[src/rtl/button_conditioner_pkg.sv]
// button_conditioner_pkg
//   Shared definitions for the push-button front end: the per-channel hold
//   state encoding and a helper that sizes counters from their terminal count.
package button_conditioner_pkg;

    typedef enum logic [1:0] {
        HOLD_IDLE   = 2'd0,
        HOLD_HELD   = 2'd1,
        HOLD_REPEAT = 2'd2
    } hold_state_e;

    // Default timing, in MP3_SCLK cycles.
    localparam int unsigned DEF_DEBOUNCE_CYC     = 20000;
    localparam int unsigned DEF_REPEAT_DELAY_CYC = 500000;
    localparam int unsigned DEF_REPEAT_RATE_CYC  = 100000;

    // Width of a counter that runs 0 .. n-1 and clears at n-1.
    function automatic int unsigned cnt_width(input int unsigned n);
        return (n < 2) ? 1 : $clog2(n);
    endfunction

    function automatic int unsigned max_u(input int unsigned a, input int unsigned b);
        return (a > b) ? a : b;
    endfunction

endpackage

[src/rtl/button_conditioner_channel.sv]
// btn_channel
//   One button channel: 2-flop synchroniser, debounce counter and hold FSM.
//   Ports:
//     clk_i        MP3_SCLK
//     rst_i        synchronous active-high reset
//     raw_i        raw asynchronous button input, active-high
//     repeat_en_i  allows repeat_o pulses on this channel
//     level_o      debounced level
//     press_o      one-cycle pulse in the first cycle level_o is high
//     long_o       high while held past the repeat delay
//     repeat_o     one-cycle auto-repeat pulses (gated by repeat_en_i)
module btn_channel
    import button_conditioner_pkg::*;
#(
    parameter int unsigned DEBOUNCE_CYC     = DEF_DEBOUNCE_CYC,
    parameter int unsigned REPEAT_DELAY_CYC = DEF_REPEAT_DELAY_CYC,
    parameter int unsigned REPEAT_RATE_CYC  = DEF_REPEAT_RATE_CYC
) (
    input  logic clk_i,
    input  logic rst_i,
    input  logic raw_i,
    input  logic repeat_en_i,
    output logic level_o,
    output logic press_o,
    output logic long_o,
    output logic repeat_o
);

    localparam int unsigned DW = cnt_width(DEBOUNCE_CYC);
    localparam int unsigned HW = max_u(cnt_width(REPEAT_DELAY_CYC), cnt_width(REPEAT_RATE_CYC));
    localparam logic [DW-1:0] DEB_LAST   = DW'(DEBOUNCE_CYC - 1);
    localparam logic [HW-1:0] DELAY_LAST = HW'(REPEAT_DELAY_CYC - 1);
    localparam logic [HW-1:0] RATE_LAST  = HW'(REPEAT_RATE_CYC - 1);

    logic          sync1_q, sync2_q;
    logic [DW-1:0] cnt_q, cnt_d;
    logic          level_q, level_d;
    logic [HW-1:0] hcnt_q;
    hold_state_e   state_q;
    logic          press_q, long_q, repeat_q;
    logic          rise, fall;

    // Debounce: a level change is accepted only after DEBOUNCE_CYC consecutive
    // disagreeing samples; any agreeing sample restarts the count.
    always_comb begin
        cnt_d   = cnt_q;
        level_d = level_q;
        if (sync2_q == level_q) begin
            cnt_d = '0;
        end else if (cnt_q == DEB_LAST) begin
            level_d = sync2_q;
            cnt_d   = '0;
        end else begin
            cnt_d = cnt_q + 1'b1;
        end
    end

    // Edges are taken from the next-state level so press_o lines up with the
    // first cycle the registered level is high.
    assign rise = level_d & ~level_q;
    assign fall = ~level_d & level_q;

    always_ff @(posedge clk_i) begin
        if (rst_i) begin
            sync1_q <= 1'b0;
            sync2_q <= 1'b0;
            cnt_q   <= '0;
            level_q <= 1'b0;
        end else begin
            sync1_q <= raw_i;
            sync2_q <= sync1_q;
            cnt_q   <= cnt_d;
            level_q <= level_d;
        end
    end

    // Hold FSM with registered pulse/flag outputs.
    always_ff @(posedge clk_i) begin
        if (rst_i) begin
            state_q  <= HOLD_IDLE;
            hcnt_q   <= '0;
            press_q  <= 1'b0;
            long_q   <= 1'b0;
            repeat_q <= 1'b0;
        end else begin
            press_q  <= 1'b0;
            repeat_q <= 1'b0;
            if (fall) begin
                // Release wins over any terminal count in the same cycle.
                state_q <= HOLD_IDLE;
                hcnt_q  <= '0;
                long_q  <= 1'b0;
            end else begin
                case (state_q)
                    HOLD_IDLE: begin
                        if (rise) begin
                            state_q <= HOLD_HELD;
                            hcnt_q  <= '0;
                            press_q <= 1'b1;
                        end
                    end
                    HOLD_HELD: begin
                        if (hcnt_q == DELAY_LAST) begin
                            state_q  <= HOLD_REPEAT;
                            hcnt_q   <= '0;
                            long_q   <= 1'b1;
                            repeat_q <= repeat_en_i;
                        end else begin
                            hcnt_q <= hcnt_q + 1'b1;
                        end
                    end
                    HOLD_REPEAT: begin
                        if (hcnt_q == RATE_LAST) begin
                            hcnt_q   <= '0;
                            repeat_q <= repeat_en_i;
                        end else begin
                            hcnt_q <= hcnt_q + 1'b1;
                        end
                    end
                    default: begin
                        state_q <= HOLD_IDLE;
                        hcnt_q  <= '0;
                        long_q  <= 1'b0;
                    end
                endcase
            end
        end
    end

    assign level_o  = level_q;
    assign press_o  = press_q;
    assign long_o   = long_q;
    assign repeat_o = repeat_q;

endmodule

[src/rtl/button_conditioner.sv]
// button_conditioner
//   Push-button front end: N_BTN independent channels, each synchronised,
//   debounced and tracked for press / long-press / auto-repeat.
//   Ports:
//     MP3_SCLK    clock
//     RESET       synchronous active-high reset
//     BTN_RAW     raw asynchronous buttons, active-high (bit 0 = SUSPEND)
//     BTN_LEVEL   debounced levels
//     BTN_PRESS   one-cycle press pulses
//     BTN_LONG    high while held past REPEAT_DELAY_CYC
//     BTN_REPEAT  one-cycle auto-repeat pulses, masked by REPEAT_MASK
module button_conditioner
    import button_conditioner_pkg::*;
#(
    parameter int unsigned          N_BTN            = 5,
    parameter int unsigned          DEBOUNCE_CYC     = DEF_DEBOUNCE_CYC,
    parameter int unsigned          REPEAT_DELAY_CYC = DEF_REPEAT_DELAY_CYC,
    parameter int unsigned          REPEAT_RATE_CYC  = DEF_REPEAT_RATE_CYC,
    parameter logic [N_BTN-1:0]     REPEAT_MASK      = 5'b11000
) (
    input  logic             MP3_SCLK,
    input  logic             RESET,
    input  logic [N_BTN-1:0] BTN_RAW,
    output logic [N_BTN-1:0] BTN_LEVEL,
    output logic [N_BTN-1:0] BTN_PRESS,
    output logic [N_BTN-1:0] BTN_LONG,
    output logic [N_BTN-1:0] BTN_REPEAT
);

    for (genvar i = 0; i < N_BTN; i++) begin : g_ch
        btn_channel #(
            .DEBOUNCE_CYC     (DEBOUNCE_CYC),
            .REPEAT_DELAY_CYC (REPEAT_DELAY_CYC),
            .REPEAT_RATE_CYC  (REPEAT_RATE_CYC)
        ) u_ch (
            .clk_i       (MP3_SCLK),
            .rst_i       (RESET),
            .raw_i       (BTN_RAW[i]),
            .repeat_en_i (REPEAT_MASK[i]),
            .level_o     (BTN_LEVEL[i]),
            .press_o     (BTN_PRESS[i]),
            .long_o      (BTN_LONG[i]),
            .repeat_o    (BTN_REPEAT[i])
        );
    end

endmodule
[config.mk]
export PLATFORM = sky130hd
export DESIGN_NAME = button_conditioner
export DESIGN_NICKNAME = d
export VERILOG_FILES = /design/src/rtl/button_conditioner_pkg.sv /design/src/rtl/button_conditioner_channel.sv /design/src/rtl/button_conditioner.sv
export SDC_FILE = /design/constraint.sdc
export NUM_CORES = 1
export LEC_CHECK = 0
export BUFFER_PORTS_ARGS = -buffer_cell sky130_fd_sc_hd__buf_4
export CORE_MARGIN = 2
export CORE_UTILIZATION = 55
export CTS_CLUSTER_DIAMETER = 40
export DETAILED_ROUTE_END_ITERATION = 7
export GPL_TIMING_DRIVEN = 0
export PLACE_DENSITY = 0.72
export SETUP_SLACK_MARGIN = 0.1
export SLEW_MARGIN = 20
export SYNTH_ARGS = -nofsm -noshare
export SYNTH_HDL_FRONTEND = slang
export SYNTH_SLANG_ARGS = --single-unit
export TNS_END_PERCENT = 1
[constraint.sdc]
create_clock -name MP3_SCLK -period 2.4 [get_ports MP3_SCLK]
set_input_delay 0 -clock MP3_SCLK [delete_from_list [all_inputs] [get_ports MP3_SCLK]]
set_output_delay 0 -clock MP3_SCLK [all_outputs]
set_load 0.05 [all_outputs]
==> results.sh <==
export IMPL_clkTransAtPathRegs_ps=60
export IMPL_die_area_mm2=0.0187
export IMPL_drcViolationCount=0
export IMPL_tritoncts_num_buffers=30
export IMPL_layout_core_utilization_pct=67.0
export IMPL_gr_total_overflow=0
export IMPL_timing_hold_worst_endpoint="g_ch[4].u_ch.sync1_q"
export IMPL_critical_path_class="flop to flop"
export IMPL_clock_tree_root_cell="clkbuf_16"
export IMPL_dominantRegCellSynth="dfxtp_1"
export IMPL_finalPower_uw=8000
export IMPL_buffer_ports_inserted=22
export IMPL_initial_core_util_pct=56.1
export IMPL_outcome="completed"
export IMPL_peak_supply_drop_v=0.000724
export IMPL_diodes=0
export IMPL_first_pass_grt_wire_length_um=32000
export IMPL_routabilityCongestion=0.816
export IMPL_worst_ep_arrival_time_ps=2740
export IMPL_rrSetupSlack_ps=80
export IMPL_mappedNetlistArea_mm2=0.00971
export IMPL_first_global_vias=7178
export IMPL_ys_warnings_count=0
export IMPL_worstReg2RegEnd="g_ch[3].u_ch.hcnt_q[18]"
export IMPL_synth_top_family_by_area="simple AND/OR/NAND/NOR gates"
export IMPL_drtAntennaViolNets=0
export IMPL_die_height_um=137
export IMPL_slew_headroom_pct=49.3
export IMPL_flow_area_growth_from_synthesis_pct=19.4
export IMPL_grt_setup_unrepaired="yes"
export IMPL_worst_path_max_delay_cell="dfxtp_1"
export IMPL_end_kind="flop"
export IMPL_seqCellArea_mm2=0.00416
export IMPL_critical_path_startpoint_type="flop"
export IMPL_crit_path_max_incr_delay_ps=370
export IMPL_pwr_density_cell_mw_per_mm2=690
export IMPL_cp_max_fo=10
export IMPL_share_of_layout_cells_above_drive_strength_1_pct=14.8
export IMPL_detailroute_via_count=7764
export IMPL_tritoncts="built"
export IMPL_number_of_enable_type_register_cells_in_the_synthesized_netlist=0
export IMPL_timing_max_transition_violations_final=0
export IMPL_drt_total_wl_um=18900
export IMPL_vias_per_cell=5.44
export IMPL_netlist_top_cells_area="dfxtp_1 43%, nor2_1 8.0%, xnor2_1 6.3%"
export IMPL_min_delay_path_depth=3
export IMPL_n_fill_cell=1416
export IMPL_cts_htree_levels=1
export IMPL_critical_path_reg2reg_startpoint="g_ch[3].u_ch.cnt_q[0]"
export IMPL_holdCritPathClass="input port to flop"
export IMPL_ys_top_cells_by_count="207 x dfxtp_1, 207 x nor2_1, 80 x nand2_1"
export IMPL_power_static_leakage_uw=0.00397
export IMPL_clock_fmax_mhz=432
export IMPL_synth_top_area_share_pct=42.7
export IMPL_nNetsFinal=1209
export IMPL_finalWorstPathRequiredPeriod_ps=2320
export IMPL_multi_input_comb_area_mm2=0.00553
export IMPL_drt_pre_antenna_iters=5
export IMPL_dp_hpwl_um=12300
export IMPL_groute_usage_overall_pct=20.2
export IMPL_worstRegToRegCells=8
export IMPL_yosys_area_share_xor_xnor_pct=12.5
export IMPL_wl_per_cell_um=13.3
export IMPL_cp_cell_sequence="ha_2 > and4_2 > nand4_1 > o21a_4 > buf_2 > nor4_2 > xnor2_1 > nor2_1"
export IMPL_async_reset_ff_share_pct=0
export IMPL_antenna_found_initial=1
export IMPL_max_cap_violations=0
export IMPL_grt_start_max_net_pins=15
export IMPL_cp_num_buf_inv=1
export IMPL_timing_final_hold_violations=0
export IMPL_fraction_of_the_yosys_area_taken_by_sequential_cells_pct=42.7
export IMPL_skew_ps=10.2
export IMPL_post_synth_cell_area_avg_um2=8.72
export IMPL_worst_slew_pin_transition_ps=760
export IMPL_yosys_area_share_adder_pct=3.22
export IMPL_basic_gate_share_of_the_synthesized_area_counting_and_or_nand_and_nor_cells_pct=30.7
export IMPL_ys_types=64
export IMPL_synth_compound_area_share_pct=5.98
export IMPL_drt_initial_drc_count=263
export IMPL_fin_worst_hold_slack_ps=225
export IMPL_synthesis_instances=1114
export IMPL_fp_dieW_um=137
export IMPL_fin_crit_sh_pct=96.5
export IMPL_cts_max_path_buffers=3
export IMPL_cpLargestDelayFamily="simple AND/OR/NAND/NOR gates"
export IMPL_yosys_register_bits=207
export IMPL_required_ps=2820
export IMPL_multiplexer_share_of_the_synthesized_area_pct=1.35
export IMPL_clkSinkCount=207
export IMPL_core_mm2=0.0173
export IMPL_setup_viol=0
export IMPL_clkLatencyLatePin_ps=540
export IMPL_post_synth_top_area_cell="dfxtp_1"
export IMPL_floorplan_rows=48
export IMPL_hold_path_startpoint="BTN_RAW[4]"
export IMPL_ios=27
## state kept, by name (all words and copies together), names as in the netlist
name,cells
g_ch.u_ch.long_o,5
g_ch.u_ch.sync2_q,5
g_ch.u_ch.repeat_o,2
g_ch.u_ch.sync1_q,5
g_ch.u_ch.level_o,5
g_ch.u_ch.hcnt_q,95
g_ch.u_ch.cnt_q,75
g_ch.u_ch.press_o,5
g_ch.u_ch.state_q,10
## worst reg2reg max path, delay by kind of cell (launching register included)
family	cells	cell delay (ps)
adder cells (fa/ha/maj)	1	220
AO/OA/AOI/OAI	1	330
AND/OR/NAND/NOR	4	910
flip-flops	1	370
XOR/XNOR	1	170
buffers and inverters	1	200
## power by group
group	leakage [uW]	switching (uW)	internal, uW	total (uW)
sequential	0.00167	6.40	3450	3450
clock	0.000501	1610	2800	4420
combinational	0.00179	81.9	46.0	128
total	0.00397	1700	6300	8000
## through the flow
stage / instance area, um2 / std cells / worst slack (ps) / setup TNS (ps)
final: 11600 / 1426 / 84.3 / 0
after global routing: 11600 / 1426 / -71.3 / -442
after CTS: 11400 / 1426 / 5.98 / 0
after detailed placement: 10200 / 1363 / -251 / -4690
after global placement: 10200 / 1363 / -245 / -4270
after floorplan: 9720 / 1116 / 250 / 0
## worst max-delay path by stage
stage / start / end / slack (ps) / depth (start not counted)
after floorplan: g_ch[2].u_ch.hcnt_q[5] / g_ch[2].u_ch.hcnt_q[18] / 250 / 7
after global routing: g_ch[3].u_ch.cnt_q[0] / g_ch[3].u_ch.hcnt_q[18] / -70 / 8
final: g_ch[3].u_ch.cnt_q[0] / g_ch[3].u_ch.hcnt_q[18] / 80 / 8
after global placement: g_ch[3].u_ch.hcnt_q[0] / g_ch[3].u_ch.hcnt_q[13] / -250 / 8
after detailed placement: g_ch[3].u_ch.hcnt_q[0] / g_ch[3].u_ch.hcnt_q[16] / -250 / 8
after CTS: g_ch[0].u_ch.hcnt_q[12] / g_ch[0].u_ch.hcnt_q[7] / 6 / 7
## cell usage in the layout, fill, tap and decap left out, types with 16 or more instances in the layout
master / synthesis / layout
nand3_1: 59 / 57
a21oi_1: 24 / 21
nor3_1: 39 / 38
inv_1: 25 / 25
dfxtp_1: 207 / 202
xnor2_1: 70 / 70
nor2_1: 207 / 196
ha_1: 25 / 20
nand2_1: 80 / 80
nand4_1: 42 / 42
and3_1: 24 / 24
xor2_1: 69 / 69
o21ai_0: 19 / 16
buf_4: 21 / 44
clkbuf_16: 0 / 31
## layout make-up
class | count | area share (%)
tap | 225 | 2.43
clock buffer | 39 | 7.21
sequential | 207 | 35.8
multi-input combinational | 845 | 47.7
clock inverter | 17 | 1.73
timing repair buffer | 29 | 1.99
inverter | 25 | 0.809
buffer | 39 | 2.26
## logic make-up (layout without fill, tap and decap cells)
| logic type | Yosys count | count (layout) |
|---|---|---|
| AO/OA/AOI/OAI | 82 | 82 |
| XOR/XNOR | 139 | 139 |
| adder cells (fa/ha/maj) | 25 | 25 |
| buffers and inverters | 64 | 149 |
| flip-flops | 207 | 207 |
| multiplexers | 13 | 13 |
| other | 1 | 3 |
| AND/OR/NAND/NOR | 583 | 583 |
## layer usage
metal | GRT usage (%) | wire [um] | up-vias
li1 | - | - | 3969
met2 | 33.5 | 8760 | 109
met3 | 3.33 | 673 | 39
met4 | 6.59 | 464 | 0
met5 | 0 | 0 | -
met1 | 26.8 | 9060 | 3647
## timing repair
item,4_1_cts,5_1_grt
pin swaps,12,16
endpoints found under the setup margin,68,101
hold endpoints to repair,5,0
setup buffers,2,0
hold buffers,5,0
gates resized for setup,23,60
No activity file was read; power rests on OpenSTA's default activity.
